## src/rtl/kbd_pkg.sv

```systemverilog
`default_nettype none
// ============================================================================
//  Module      : kbd_pkg
//  Description : Shared definitions for the PS/2 keyboard port: default I/O
//                addresses, status bit positions, receiver state encoding.
//  Revision    : 1.0 - initial release
// ============================================================================
package kbd_pkg;

  localparam logic [15:0] DEF_DATA_PORT = 16'h0060;
  localparam logic [15:0] DEF_STAT_PORT = 16'h0064;

  // Status byte bit positions
  localparam int STAT_NE   = 0;
  localparam int STAT_OVF  = 1;
  localparam int STAT_PERR = 2;

  // Receiver state encoding
  typedef enum logic [1:0] {
    RX_IDLE   = 2'd0,
    RX_DATA   = 2'd1,
    RX_PARITY = 2'd2,
    RX_STOP   = 2'd3
  } rx_state_t;

  // A frame is good when the stop bit is 1 and data+parity hold an odd count of ones
  function automatic logic frame_ok(input logic [7:0] data, input logic par, input logic stop);
    return stop & (^{data, par});
  endfunction

endpackage
`default_nettype wire

```

## src/rtl/kbd_fifo.sv

```systemverilog
`default_nettype none
// ============================================================================
//  Module      : kbd_fifo
//  Description : Scan-code FIFO with push/pop/flush; head byte is shown
//                combinationally. A push while full is dropped unless a pop
//                frees a slot in the same cycle.
//  Revision    : 1.0 - initial release
// ============================================================================
module kbd_fifo #(
  parameter int DEPTH = 8
) (
  input  logic       clock,
  input  logic       reset,
  input  logic       push,
  input  logic       pop,
  input  logic       flush,
  input  logic [7:0] din,
  output logic [7:0] head,
  output logic       empty,
  output logic       full
);

  localparam int AW = $clog2(DEPTH);
  localparam int CW = AW + 1;

  logic [7:0]    r_mem [DEPTH];
  logic [AW-1:0] r_wr_ptr;
  logic [AW-1:0] r_rd_ptr;
  logic [CW-1:0] r_count;

  logic w_do_pop;
  logic w_do_push;

  assign empty     = (r_count == '0);
  assign full      = (r_count == CW'(DEPTH));
  assign head      = r_mem[r_rd_ptr];
  assign w_do_pop  = pop & ~empty;
  assign w_do_push = push & (~full | w_do_pop);

  // Pointer and occupancy bookkeeping; flush wins over any concurrent push/pop
  always_ff @(posedge clock or posedge reset) begin
    if (reset) begin
      r_wr_ptr <= '0;
      r_rd_ptr <= '0;
      r_count  <= '0;
    end else if (flush) begin
      r_wr_ptr <= '0;
      r_rd_ptr <= '0;
      r_count  <= '0;
    end else begin
      if (w_do_push) r_wr_ptr <= r_wr_ptr + AW'(1);
      if (w_do_pop)  r_rd_ptr <= r_rd_ptr + AW'(1);
      if (w_do_push && !w_do_pop)      r_count <= r_count + CW'(1);
      else if (w_do_pop && !w_do_push) r_count <= r_count - CW'(1);
    end
  end

  // Storage array, written only on an accepted push
  always_ff @(posedge clock) begin
    if (w_do_push && !flush) r_mem[r_wr_ptr] <= din;
  end

endmodule
`default_nettype wire

```

## src/rtl/kbd_port.sv

```systemverilog
`default_nettype none
// ============================================================================
//  Module      : kbd_port
//  Description : PS/2 keyboard receiver with scan-code FIFO and a CPU I/O
//                port interface (data port pops codes, status port reads
//                flags and a write there flushes/clears).
//  Revision    : 1.0 - initial release
// ============================================================================
module kbd_port
  import kbd_pkg::*;
#(
  parameter int          FIFO_DEPTH = 8,
  parameter int          TIMEOUT    = 25000,
  parameter logic [15:0] DATA_PORT  = DEF_DATA_PORT,
  parameter logic [15:0] STAT_PORT  = DEF_STAT_PORT
) (
  input  logic        clock,
  input  logic        reset,
  input  logic        ps2_clk,
  input  logic        ps2_dat,
  input  logic [15:0] port_a,
  input  logic        pr,
  input  logic        pw,
  input  logic [7:0]  port_d,
  output logic [7:0]  port_q,
  output logic        irq
);

  localparam int TW = $clog2(TIMEOUT + 1);

  // Synchronisers and edge history
  logic r_clk_s1, r_clk_s2, r_clk_prev;
  logic r_dat_s1, r_dat_s2;
  logic w_fall;

  // Receiver state
  rx_state_t     r_state, w_state_next;
  logic [2:0]    r_bitcnt, w_bitcnt_next;
  logic [7:0]    r_shift, w_shift_next;
  logic          r_par, w_par_next;
  logic [TW-1:0] r_to_cnt;
  logic          w_timeout;
  logic          w_push;
  logic          w_perr_set;

  // CPU strobe edges and flags
  logic r_pr_d, r_pw_d;
  logic w_pop, w_flush;
  logic r_ovf, r_perr;

  // FIFO interface
  logic [7:0] w_head;
  logic       w_empty, w_full;

  logic [7:0] w_status;
  logic       w_unused_d;

  assign w_unused_d = ^port_d;

  // Two-flop synchronisers for the asynchronous PS/2 lines, idle-high on reset
  always_ff @(posedge clock or posedge reset) begin
    if (reset) begin
      r_clk_s1   <= 1'b1;
      r_clk_s2   <= 1'b1;
      r_clk_prev <= 1'b1;
      r_dat_s1   <= 1'b1;
      r_dat_s2   <= 1'b1;
    end else begin
      r_clk_s1   <= ps2_clk;
      r_clk_s2   <= r_clk_s1;
      r_clk_prev <= r_clk_s2;
      r_dat_s1   <= ps2_dat;
      r_dat_s2   <= r_dat_s1;
    end
  end

  assign w_fall    = r_clk_prev & ~r_clk_s2;
  assign w_timeout = (r_state != RX_IDLE) && !w_fall && (r_to_cnt == TW'(TIMEOUT - 1));

  // Receiver registers: state, bit counter, shift register, parity, timeout
  always_ff @(posedge clock or posedge reset) begin
    if (reset) begin
      r_state  <= RX_IDLE;
      r_bitcnt <= 3'd0;
      r_shift  <= 8'h00;
      r_par    <= 1'b0;
      r_to_cnt <= '0;
    end else begin
      r_state  <= w_state_next;
      r_bitcnt <= w_bitcnt_next;
      r_shift  <= w_shift_next;
      r_par    <= w_par_next;
      if (w_fall || (r_state == RX_IDLE) || w_timeout) r_to_cnt <= '0;
      else                                             r_to_cnt <= r_to_cnt + TW'(1);
    end
  end

  // Receiver next-state logic: advances only on PS/2 falling edges
  always_comb begin
    w_state_next  = r_state;
    w_bitcnt_next = r_bitcnt;
    w_shift_next  = r_shift;
    w_par_next    = r_par;
    w_push        = 1'b0;
    w_perr_set    = 1'b0;
    if (w_fall) begin
      case (r_state)
        RX_IDLE: begin
          if (!r_dat_s2) begin
            w_state_next  = RX_DATA;
            w_bitcnt_next = 3'd0;
          end
        end
        RX_DATA: begin
          w_shift_next = {r_dat_s2, r_shift[7:1]};
          if (r_bitcnt == 3'd7) w_state_next = RX_PARITY;
          else                  w_bitcnt_next = r_bitcnt + 3'd1;
        end
        RX_PARITY: begin
          w_par_next   = r_dat_s2;
          w_state_next = RX_STOP;
        end
        RX_STOP: begin
          if (frame_ok(r_shift, r_par, r_dat_s2)) w_push     = 1'b1;
          else                                    w_perr_set = 1'b1;
          w_state_next = RX_IDLE;
        end
        default: w_state_next = RX_IDLE;
      endcase
    end else if (w_timeout) begin
      w_state_next = RX_IDLE;
    end
  end

  // CPU strobe history for rising-edge detection
  always_ff @(posedge clock or posedge reset) begin
    if (reset) begin
      r_pr_d <= 1'b0;
      r_pw_d <= 1'b0;
    end else begin
      r_pr_d <= pr;
      r_pw_d <= pw;
    end
  end

  assign w_pop   = pr & ~r_pr_d & (port_a == DATA_PORT);
  assign w_flush = pw & ~r_pw_d & (port_a == STAT_PORT);

  // Sticky error flags; a status-port write clears them
  always_ff @(posedge clock or posedge reset) begin
    if (reset) begin
      r_ovf  <= 1'b0;
      r_perr <= 1'b0;
    end else if (w_flush) begin
      r_ovf  <= 1'b0;
      r_perr <= 1'b0;
    end else begin
      if (w_perr_set) r_perr <= 1'b1;
      if (w_push && w_full && !(w_pop && !w_empty)) r_ovf <= 1'b1;
    end
  end

  kbd_fifo #(
    .DEPTH (FIFO_DEPTH)
  ) u_fifo (
    .clock (clock),
    .reset (reset),
    .push  (w_push),
    .pop   (w_pop),
    .flush (w_flush),
    .din   (r_shift),
    .head  (w_head),
    .empty (w_empty),
    .full  (w_full)
  );

  // Interrupt follows the registered FIFO occupancy only
  assign irq = ~w_empty;

  // Read-data mux by port address
  always_comb begin
    w_status            = 8'h00;
    w_status[STAT_NE]   = ~w_empty;
    w_status[STAT_OVF]  = r_ovf;
    w_status[STAT_PERR] = r_perr;
    port_q              = 8'hFF;
    if (port_a == DATA_PORT)      port_q = w_empty ? 8'h00 : w_head;
    else if (port_a == STAT_PORT) port_q = w_status;
  end

endmodule
`default_nettype wire
```

## config.mk

```make
export PLATFORM = sky130hd
export DESIGN_NAME = kbd_port
export DESIGN_NICKNAME = d
export VERILOG_FILES = /design/src/rtl/kbd_pkg.sv /design/src/rtl/kbd_fifo.sv /design/src/rtl/kbd_port.sv
export SDC_FILE = /design/constraint.sdc
export NUM_CORES = 1
export LEC_CHECK = 0
export CORE_MARGIN = 1.5
export CORE_UTILIZATION = 25
export DETAILED_ROUTE_END_ITERATION = 10
export GPL_TIMING_DRIVEN = 0
export PLACE_DENSITY_LB_ADDON = 0.1
export SYNTH_ARGS = -nofsm -noshare
export SYNTH_HDL_FRONTEND = slang
export SYNTH_SLANG_ARGS = --single-unit
```

## constraint.sdc

```tcl
create_clock -name clock -period 3.6 [get_ports clock]
set_input_delay 0.36 -clock clock [delete_from_list [all_inputs] [get_ports clock]]
set_output_delay 0.36 -clock clock [all_outputs]
set_load 0.02 [all_outputs]
```

==> run metrics, run 1 <==
max-slew violations=0; Setup TNS=0 ns; status=finished clean; xor/xnor cell area share of the yosys netlist=a little over 4%; worst reg-to-reg setup slack=0.25 ns; # DRC=0; HPWL Detailed=7410 µm; ranking of synthesized cells by area=edfxtp_1 (39%), dfrtp_1 (22%), mux4_2 (7.3%); CTS tree=built; core box area=a little under 0.02 mm²; number of synthesized flops with an enable pin=64; commonest cells after routing, fill and taps aside=edfxtp_1 (64), dfrtp_1 (39), nor2_1 (30), clkdlybuf4s50_1 (30), nand2_1 (24); WL per Instance=15.9 µm; dpl ws=-0.182 ns; first-pass GRT wire length=16,900 µm; layout cells sized above 1=19.3%; mux cell area share after synthesis=11.8%; Remaining Overflow, GRT=0; Antenna Cells=0; Slew headroom=30.0%; Fmax achieved=approximately 0.3 GHz; Clock Skews=0.0186 ns; hold buffers post-CTS=0; Setup-failing EPs final=0; worst hold path class=in -> async; Gate Count Post-Synth=roughly 350; Post-Route WL=10,500 µm; Initial DRT Pass Iterations=4; via/cell ratio=4.40; DIE WIDTH=144 µm; Avg Synthesized Cell Area=14.4 µm²; final antenna-violating net count=0; commonest non-fill, non-tap cell in the layout=edfxtp_1; # H-tree levels=3; Worst setup startpoint=r_shift[1]; R2R cell count=13; fin nets=436; die area=slightly above 0.02 mm²; worst setup margin=between 0.2 and 0.25 ns; syn_nets=a little under 400; WS Path Type=reg -> reg; max-cap violations=0; crit share post-route=between 90% and 100%; area delta synth->final=21.3%; final hold violation count=0; number of cell rows=51; Distinct cells, synth=just under 50; Tightest Pin Transition=1.05 ns; CTS max path bufs=2; die height=144 µm; I/O pins=39; critical path data arrival time=3.64 ns; Detailed Route Iter0 Violations=128; IO buf count=30; worst endpoint required time=3.89 ns; critical path startpoint category=register; Max Fanout on Critical Path=11; YS warnings=0; P_leak=2.18 nW; flops & latches, synth=112; reg2reg start=r_shift[1]; number of global-route vias before repair=2,976; min Tclk post-route=3.35 ns; routability cong.=~0.7; Post-synth top flop=edfxtp_1; Post-synth ARST share=42.9%; Initial Util=25.5%; clock-pin slew on the worst setup and hold paths=approximately 0.090 ns; Filler Cell Count=1,923; crit end category=register; CTS buffer count=9; worst hold slack=0.277 ns; Num Clock Sinks=about 110; post-synth top area cell=edfxtp_1; Post-Syn Area=roughly 0.0050 mm²; GRT Total Usage=a little over a tenth; Max IR drop VDD=0.267 mV; largest family of logic cells by synthesized area=multiplexers; clk_lat worst skew=0.36 ns; PnR Total Power=between 3 and 4 mW; largest net degree at the start of global routing=37; Seq/Total Area, Yosys=63.0%; vias after detailed routing=2,914; Compound-Gate Fraction of Synth Area=5.14%; Power Dens Cells=~530 mW/mm²; top cell type's share of synthesized area=between 30% and 40%; Synth Area in Adders=3.43%; antenna violations before repair=0; capturing point of the worst reg2reg path=u_fifo.r_count[3]; simple-gate share of the synthesized area=11.0%; Clk Tree Root Cell=clkbuf_16
## critical path, stage by stage (launching register included)
cell     delay (ns)
dfrtp_2        0.49
xor2_1         0.18
xnor3_2        0.50
mux2_4         0.37
nand2_1        0.24
inv_1          0.08
ha_1           0.23
inv_1          0.09
ha_1           0.23
a21o_1         0.18
a21oi_1        0.17
xnor2_1        0.09
or3_1          0.31
a21oi_1        0.14
## cell usage after synthesis, drive strengths merged (2+ instances only)
master    n
nand4bb   2
a21oi    12
nand2b    3
o211ai    2
nor4      5
xnor3     2
and4      2
dfstp     5
xor2     11
nor2     30
mux2i    11
nand4b    2
ha       12
buf       5
inv      10
nand3     9
xnor2     7
mux4     16
nand2    24
a2bb2oi   2
nor3      4
nand4     3
nor4b     4
dfrtp    43
or3       7
o21ai    20
clkbuf    4
nor2b     4
and3      2
edfxtp   64
mux2     10
## state kept, by name, summed over array words and instances (netlist names), 2 cells and up
name             count
r_shift              8
r_bitcnt             3
u_fifo.r_count       4
u_fifo.r_rd_ptr      3
r_to_cnt            15
u_fifo.r_wr_ptr      3
r_state              2
u_fifo.r_mem        64
## layer usage
metal  share of wire, %  up-vias  wire length [µm]  GRT usage, %
met5                  0        -                 0             0
met4                1.1        0               116          3.87
met3                3.6        8               384          2.60
met2                 47       41              4990          17.9
met1                 48     1482              5050          14.3
li1                   -     1383                 -             -
## layout make-up
type | instances | area [µm²] | share of cell area, %
Sequential cell | 112 | 3130 | 52.0
Inverter | 10 | 37.5 | 0.623
Clock buffer | 9 | 225 | 3.74
Tap cell | 265 | 332 | 5.50
Buffer | 9 | 41.3 | 0.685
Multi-Input combinational cell | 215 | 1800 | 29.9
Timing Repair Buffer | 36 | 358 | 5.94
Clock inverter | 7 | 97.6 | 1.62
## where the power goes
group | total [mW] | internal (mW) | switching, mW
Combinational | 0.460 | 0.224 | 0.235
Sequential | 1.61 | 1.48 | 0.130
Clock | 1.09 | 0.570 | 0.520
Total | 3.16 | 2.28 | 0.885
## cell families after synthesis
logic type / count (synthesis)
muxes: 37
AOI/OAI and AO/OA: 41
and+or+nand+nor: 104
buffers and inverters: 19
xor gates and xnor gates: 20
adders and majority gates: 13
DFF: 112
## through the flow
stage | instances | util [%] | area (µm²)
3_5_place_dp | 645 | 29.1 | 5670
3_3_place_gp | 641 | 28.8 | 5600
2_1_floorplan | 346 | - | 4970
5_1_grt | 663 | 31.0 | 6020
6_report | 663 | 31.0 | 6020
4_1_cts | 661 | 30.8 | 5990
## how the worst max path moves through the flow
stage	slack, ns	to	depth (start not counted)
6_report	0.25	u_fifo.r_count[3]	13
5_1_grt	-0.01	u_fifo.r_count[3]	13
4_1_cts	0.08	port_q[7]	6
3_5_place_dp	-0.18	u_fifo.r_count[3]	14
3_3_place_gp	-0.70	u_fifo.r_mem[5][5]	6
2_1_floorplan	0.57	u_fifo.r_count[3]	13
## what timing repair did
| item | 4_1_cts | 5_1_grt |
|---|---|---|
| gates resized for setup | 0 | 10 |
| buffers inserted | 0 | 2 |
| endpoints found under the setup margin | 0 | 2 |
(Power assumes the default switching activity.)
==> inputs of run 2 (changes only) <==
- SETUP_SLACK_MARGIN: unset -> 0.4
==> run 2 against run 1 <==
Flip-flop and latch count did not move. Power rose by 2.4%. Fmax rose by 12%. Critical path type unchanged. Largest power group unchanged. Die area did not move. Clock power barely moved.
==> run metrics, run 2 (synthesis results as in run 1) <==
Clock Skews=0.0159 ns (-0.00267 ns); vias after detailed routing=2,945 (+1.1%); Antenna Cells=0 (unchanged); Detailed Route Iter0 Violations=127 (-0.78%); crit-path leading delay family=XOR/XNOR gates; CTS tree=built; antenna violations before repair=0 (unchanged); CTS buffer count=9 (unchanged); DP Cell Count=645 (unchanged); PnR Total Power=3.24 mW (+2.4%); Setup-failing EPs final=0 (unchanged); die height=144 µm (unchanged); min Tclk post-route=2.99 ns (-0.356 ns); WS Path Type=reg -> reg; commonest non-fill, non-tap cell in the layout=edfxtp_1; Clk Tree Root Cell=clkbuf_16; Clk pwr share=33.6% (-0.8 points); Power Dens Cells=526 mW/mm² (+0.14%); number of global-route vias before repair=3,025 (+1.6%); die area=0.0207 mm² (unchanged); sw power=0.901 mW (+1.7%); Final Cell Area=0.00616 mm² (+2.3%); I/O pins=39 (unchanged); worst hold path class=in -> async; RSZ-0062 raised after global routing=yes; Comb power frac=18.5% (+4.0 points); Int Power=2.34 mW (+2.7%); worst stage delay on the critical path=0.47 ns (-0.03 ns); WL per Instance=15.8 µm (-0.63%); Net Sw Frac=27.8% (-0.20 points); Reg power frac=47.8% (-3.2 points); fin nets=449 (+3.0%); Initial DRT Pass Iterations=5 (+1); layout cells sized above 1=24.3% (+5.0 points); Buf+Inv Stages, Crit Path=2 (unchanged); first-pass GRT wire length=17,000 µm (+0.86%); crit end category=register; Initial Util=25.5% (unchanged); Filler Cell Count=1,929 (+0.31%); critical path startpoint category=register; Tightest Pin Transition=1.06 ns (+0.0134 ns); Remaining Overflow, GRT=0 (unchanged); worst setup margin=0.606 ns (+0.356 ns); number of cell rows=51 (unchanged); Critical Path Slowest Stage Cell=xnor3_2; routing usage on met3=2.60% (unchanged); dpl ws=-0.182 ns (unchanged); IO buf count=30 (unchanged); biggest regs=u_fifo.r_mem (64), r_to_cnt (15), r_shift (8); max-cap violations=0 (unchanged); Fmax achieved=0.334 GHz (+12%); # H-tree levels=3 (unchanged); # DRC=0 (unchanged); Post-Route WL=10,700 µm (+1.3%); final antenna-violating net count=0 (unchanged); DIE WIDTH=144 µm (unchanged); core box area=0.0195 mm² (unchanged); Placed Area=0.00567 mm² (unchanged); crit share post-route=83.2% (-9.9 points); HPWL Detailed=7410 µm (unchanged); GRT Max-Usage Layer=met2; P_leak=2.25 nW (+3.2%); GRT met1 Usage=14.4% (+0.088 points); critical path data arrival time=3.29 ns (-0.35 ns); Num Clock Sinks=112 (unchanged); Max IR drop VDD=0.265 mV (-0.53%); met2 usage=18.0% (+0.15 points); worst endpoint required time=3.89 ns (about the same); Layout Cells excl Fill=676 (+2.0%); clock-pin slew on the worst setup and hold paths=0.09 ns (about the same); final hold violation count=0 (unchanged); Slew headroom=29.1% (-0.89 points); CTS max path bufs=2 (unchanged); GRT Total Usage=11.1% (+0.072 points); max reg flops=64 (unchanged); Setup TNS=0 ns (unchanged); max-slew violations=0 (unchanged); routability cong.=0.697 (unchanged); CP Cell Sequence=xor2_1, xnor3_2, mux2_4, nand2_4, inv_1, ha_1, inv_1, ha_1, a21o_1, a21oi_2, xnor2_1, or3_1, a21oi_1; Largest Register=u_fifo.r_mem; status=finished clean; clk_lat worst skew=0.36 ns (about the same); largest net degree at the start of global routing=37 (unchanged); via/cell ratio=4.36 (-0.88%); commonest cells after routing, fill and taps aside=edfxtp_1 (64), dfrtp_1 (36), nor2_1 (30), clkdlybuf4s50_1 (30), nand2_1 (23); area delta synth->final=24.1%; Max Fanout on Critical Path=5 (-6)
## run 2: changes by cell type in the layout (fill, tap and decap cells not counted), moves of 2 or more
| cell | before | now |
|---|---|---|
| nor4b_1 | 3 | 1 |
| dfrtp_2 | 4 | 7 |
| nor4b_2 | 1 | 3 |
| dfrtp_1 | 39 | 36 |
| buf_4 | 5 | 19 |
## run 2: layout make-up
| class | count | area, µm² | area share, % |
|---|---|---|---|
| Clock buffer | 9 | 225 | 3.65 |
| Clock inverter | 7 | 97.6 | 1.58 |
| Sequential cell | 112 | 3140 | 50.9 |
| Tap cell | 265 | 332 | 5.38 |
| Timing Repair Buffer | 49 | 455 | 7.39 |
| Buffer | 9 | 47.5 | 0.771 |
| Multi-Input combinational cell | 215 | 1830 | 29.7 |
| Inverter | 10 | 37.5 | 0.609 |
## run 2: repair_timing
action	CTS	global route
setup endpoints to repair	6	4
gates resized for setup	15	7
hold buffers	0	0
pin swaps	2	4
setup buffers	6	9
## run 2: path summary, 6_finish.rpt
check	from	to	slack (ns)	depth (start not counted)
max	r_shift[1]	u_fifo.r_count[3]	0.61	13
min	reset	r_shift[0]	0.28	2
max reg2reg	r_shift[1]	u_fifo.r_count[3]	0.61	13
min reg2reg	r_dat_s1	r_dat_s2	0.35	0
max in group asynchronous	reset	r_clk_prev	2.77	3
min in group clock	r_dat_s1	r_dat_s2	0.35	0
## run 2: stage by stage
stage	hold slack (ns)	utilization [%]
floorplan	0.345	-
global placement	0.346	28.8
detailed placement	0.348	29.1
CTS	0.271	31.2
global route	0.302	31.7
finish	0.275	31.7
## run 2: layer usage
layer	wire length [µm]	up-vias
li1	-	1412
met2	5020	41
met5	0	-
met1	5140	1482
met3	380	10
met4	153	0
## run 2: power groups by stage
stage | Clock [mW] | Sequential, mW | Combinational [mW]
4_1_cts | 1.14 | 1.57 | 0.585
3_3_place_gp | 0 | 1.64 | 0.456
5_1_grt | 1.18 | 1.56 | 0.676
3_5_place_dp | 0 | 1.64 | 0.464
2_1_floorplan | 0 | 1.58 | 0.342
6_report | 1.09 | 1.55 | 0.600
